## src/rtl/dff_shift_reg.sv

```systemverilog
// dff_shift_reg: WIDTH-bit register that can hold, shift right, shift left or
// load in parallel. It also counts shifts since the last load or reset, and
// the count saturates at WIDTH.
// Optional feature: define DFF_SHIFT_REG_SYNC_CLR_EN to add the Clr input.
// Clr is a synchronous clear that takes priority over En and Mode.
// Qn, SoutR, SoutL and Done are decoded combinationally from registered state,
// so they track Q and Cnt with no extra cycle, including during reset.

module dff_shift_reg #(
    parameter int unsigned      WIDTH     = 8,
    parameter logic [WIDTH-1:0] RESET_VAL = '0
) (
    input  logic                       Clk,
    input  logic                       Rstn,
    input  logic                       En,
    input  logic [1:0]                 Mode,
    input  logic [WIDTH-1:0]           D,
    input  logic                       SinR,
    input  logic                       SinL,
`ifdef DFF_SHIFT_REG_SYNC_CLR_EN
    input  logic                       Clr,
`endif
    output logic [WIDTH-1:0]           Q,
    output logic [WIDTH-1:0]           Qn,
    output logic                       SoutR,
    output logic                       SoutL,
    output logic [$clog2(WIDTH+1)-1:0] Cnt,
    output logic                       Done
);

    localparam int unsigned CW      = $clog2(WIDTH + 1);
    localparam logic [CW-1:0] CNT_MAX = CW'(WIDTH);

    typedef enum logic [1:0] {
        MODE_HOLD = 2'b00,
        MODE_SHR  = 2'b01,
        MODE_SHL  = 2'b10,
        MODE_LOAD = 2'b11
    } mode_e;

    logic [WIDTH-1:0] r_q;
    logic [CW-1:0]    r_cnt;
    logic [WIDTH-1:0] w_qNext;
    logic [CW-1:0]    w_cntNext;
    logic [CW-1:0]    w_cntShift;
    logic             w_clr;
    mode_e            w_mode;

`ifdef DFF_SHIFT_REG_SYNC_CLR_EN
    assign w_clr = Clr;
`else
    assign w_clr = 1'b0;
`endif

    assign w_mode = mode_e'(Mode);

    // Saturating shift count: Q keeps shifting once the count reaches WIDTH,
    // but the count stops there.
    assign w_cntShift = (r_cnt < CNT_MAX) ? (r_cnt + CW'(1)) : CNT_MAX;

    // Next-state selection: clear beats enable, and enable gates every mode
    always_comb begin
        w_qNext   = r_q;
        w_cntNext = r_cnt;
        if (w_clr) begin
            w_qNext   = RESET_VAL;
            w_cntNext = '0;
        end else if (En) begin
            case (w_mode)
                MODE_SHR: begin
                    w_qNext   = {SinR, r_q[WIDTH-1:1]};
                    w_cntNext = w_cntShift;
                end
                MODE_SHL: begin
                    w_qNext   = {r_q[WIDTH-2:0], SinL};
                    w_cntNext = w_cntShift;
                end
                MODE_LOAD: begin
                    w_qNext   = D;
                    w_cntNext = '0;
                end
                default: begin
                    w_qNext   = r_q;
                    w_cntNext = r_cnt;
                end
            endcase
        end
    end

    // State register: reset forces the state immediately and abandons any
    // shift sequence in progress
    always_ff @(posedge Clk or negedge Rstn) begin
        if (!Rstn) begin
            r_q   <= RESET_VAL;
            r_cnt <= '0;
        end else begin
            r_q   <= w_qNext;
            r_cnt <= w_cntNext;
        end
    end

    assign Q     = r_q;
    assign Qn    = ~r_q;
    assign SoutR = r_q[0];
    assign SoutL = r_q[WIDTH-1];
    assign Cnt   = r_cnt;
    assign Done  = (r_cnt == CNT_MAX);

endmodule

```

## config.mk

```make
export PLATFORM = sky130hd
export DESIGN_NAME = dff_shift_reg
export DESIGN_NICKNAME = d
export VERILOG_FILES = /design/src/rtl/dff_shift_reg.sv
export SDC_FILE = /design/constraint.sdc
export NUM_CORES = 1
export LEC_CHECK = 0
export CORE_MARGIN = 4
export CORE_UTILIZATION = 30
export CTS_CLUSTER_DIAMETER = 50
export DETAILED_ROUTE_END_ITERATION = 16
export PLACE_DENSITY_LB_ADDON = 0.25
export RECOVER_POWER = 50
export REMOVE_ABC_BUFFERS = 1
export SYNTH_ARGS = -nofsm -noshare
export SYNTH_HDL_FRONTEND = slang
export SYNTH_SLANG_ARGS = --single-unit
export TNS_END_PERCENT = 5
```

## constraint.sdc

```tcl
create_clock -name Clk -period 1.25 [get_ports Clk]
set_input_delay 0.3125 -clock Clk [delete_from_list [all_inputs] [get_ports Clk]]
set_output_delay 0.3125 -clock Clk [all_outputs]
set_load 0.05 [all_outputs]
```

==> impl_metrics.toml <==
[synth]
synthCells = 72
ys_types = 21
ys_ff_latch = 12
yosysSeqAreaShare_pct = 40.8
avgSynthCellArea_um2 = 10.2
yosys_warnings = 0
syn_area_um2 = 736

[cts]
hold_buffers = 0
cts_root_buffer = "clkbuf_4"
cts.sinks = 12
ctsHtreeMaxLevel = 1
cts_made_buffers = 3
cts_tree = "yes"
insertion_delay_ps = 280
clock_path_buffers = 2
clkTransAtPathRegs_ps = 80

[place]
gp_congestion = 0.819
portBuffers = 37
post_dp_cell_area_um2 = 1410
pre_cts_ws_ps = -387
dp_hpwl_um = 1640
placed_cells = 142

[timing]
worst_pin_slew_ps = 681
rsz0062_at_grt = "yes"
min_period_ps = 1530
fin_crit_sh_pct = 122
clock_skew_ps = 1.85
hold_violations = 0
max_freq_mhz = 654
setup_viol = 13
slew_headroom_pct = 54.6
fin_tns_setup_ps = -727
finalWorstSetupSlack_ps = -278
drv_slew = 0

[route]
vias_per_cell = 5.05
routed_wl_um = 2170
met1_length_um = 924
topRoutingLayerUsed = "met4"
wl_per_cell_um = 14.9
firstDrtPassIters = 4
dr_wl_met3_um = 143
drc = 0
dr_total_vias = 732
antenna_left = 0
dr_wl_met2_um = 1050
drtIter0Drc = 12

[floorplan]
fp.dieH_um = 57.5
die_width_um = 57.5
initial_core_util_pct = 32.3
die_area_um2 = 3310
core-area_um2 = 2280
rows = 17
pin_count = 38

[global_routing]
grt.overflow.total = 0
antenna_found_initial = 0
grt_pass1_vias = 775
grt_max_degree = 13
grt.total_usage_pct = 14.4
grt_pass1_wl_um = 3710

[finish]
antennaDiodeCount = 0
layout-drive-gt1-share_pct = 54.7
fin_util_pct = 65.4
fin_area_um2 = 1490
final_cells = 145
fin_nets = 136
final_cell_mix = "buf_12, clkdlybuf4s50_1, buf_4"
final_common_cell = "buf_12"
area_growth_pct = 102

[worst_setup_path]
crit_type = "reg2out"
crit_fanout = 2
cp-end-kind = "output pin"
start_kind = "register"
cp.arrival_ps = 1220
critPathRequiredTime_ps = 940

[status]
status = "complete, but fails checks"
violations = "negative setup slack"

[power]
p_leak_uw = 0.000683
power.density_nw_per_um2 = 1660
vdd_ir_drop_max_mv = 0.991

[run]
max-cap-violations = 0

[worst_hold_path]
worst_hold_path_type = "in2reg"
worst paths after layout:
kind / start / endpoint / slack, ps / cells past startpoint
min: Mode[1] / Cnt[3] / 420 / 3
min in group asynchronous: Rstn / Cnt[3] / 570 / 2
max in group asynchronous: Rstn / Q[2] / 200 / 2
min reg2reg: Cnt[0] / Cnt[0] / 600 / 2
max: Cnt[1] / Done / -280 / 5
max reg2reg: Cnt[0] / Cnt[2] / 10 / 5
kinds of logic after synthesis:
logic type      count (synthesis)  share of synthesized area [%]
compound gates                 25                           27.6
xor+xnor                        1                           1.19
fa+ha+maj                       2                           3.40
buf+inv                        19                           13.3
flops                          12                           40.8
mux                             8                           10.9
simple gates                    5                           2.89
flip-flops by register name, summed over array words and instances (netlist names):
name / cells
Q: 8
Cnt: 4
metal layers:
metal,track usage (%),vias to the layer above
li1,-,353
met1,17.7,339
met2,23.1,35
met3,3.17,5
met4,7.95,0
met5,0,-
cells in the mapped netlist, drive strengths merged:
cell | instances | area, um2
o2bb2ai | 8 | 70.1
o31ai | 1 | 7.51
mux2i | 8 | 80.1
nand2b | 1 | 6.26
a211oi | 1 | 7.51
inv | 12 | 45.0
a41oi | 1 | 8.76
o32ai | 1 | 8.76
a22oi | 8 | 60.1
o21a | 1 | 7.51
xor2 | 1 | 8.76
buf | 7 | 52.5
nor2 | 1 | 3.75
ha | 2 | 25.0
a31oi | 1 | 6.26
dfrtp | 12 | 300
o41ai | 1 | 8.76
nand2 | 3 | 11.3
o21ai | 2 | 17.5
power breakdown:
group          switching, uW  internal [uW]  leakage [uW]
sequential               116            480      0.000131
combinational            836            784      0.000538
clock                    144            112     0.0000138
total                   1100           1380      0.000683
stage by stage:
stage               total power (uW)  hold WS [ps]
floorplan                       1260          16.9
global route                    2580           442
detailed placement              2150           598
finish                          2470           421
CTS                             2430           331
global placement                2130           585
critical path, cell delays in order (launching register included):
cell and delay (ps):
dfrtp_1 390, inv_2 60, ha_2 160, nand2_2 60
nor2_4 120, buf_12 140
what timing repair did:
| action | 4_1_cts | 5_1_grt |
|---|---|---|
| buffers inserted | 0 | 0 |
| pin swaps | 0 | 5 |
| endpoints found under the hold margin | 0 | 0 |
| endpoints found under the setup margin | 28 | 28 |
| gates resized for setup | 21 | 11 |
layout make-up:
class / instances / area [um2]
fillers: 178 / 788
repair buffers: 49 / 694
multi-input cells: 41 / 380
flip-flops and latches: 12 / 310
inverters: 12 / 45.0
well taps: 28 / 35.0
clock buffers: 3 / 22.5
No activity file was read; power rests on OpenSTA's default activity.
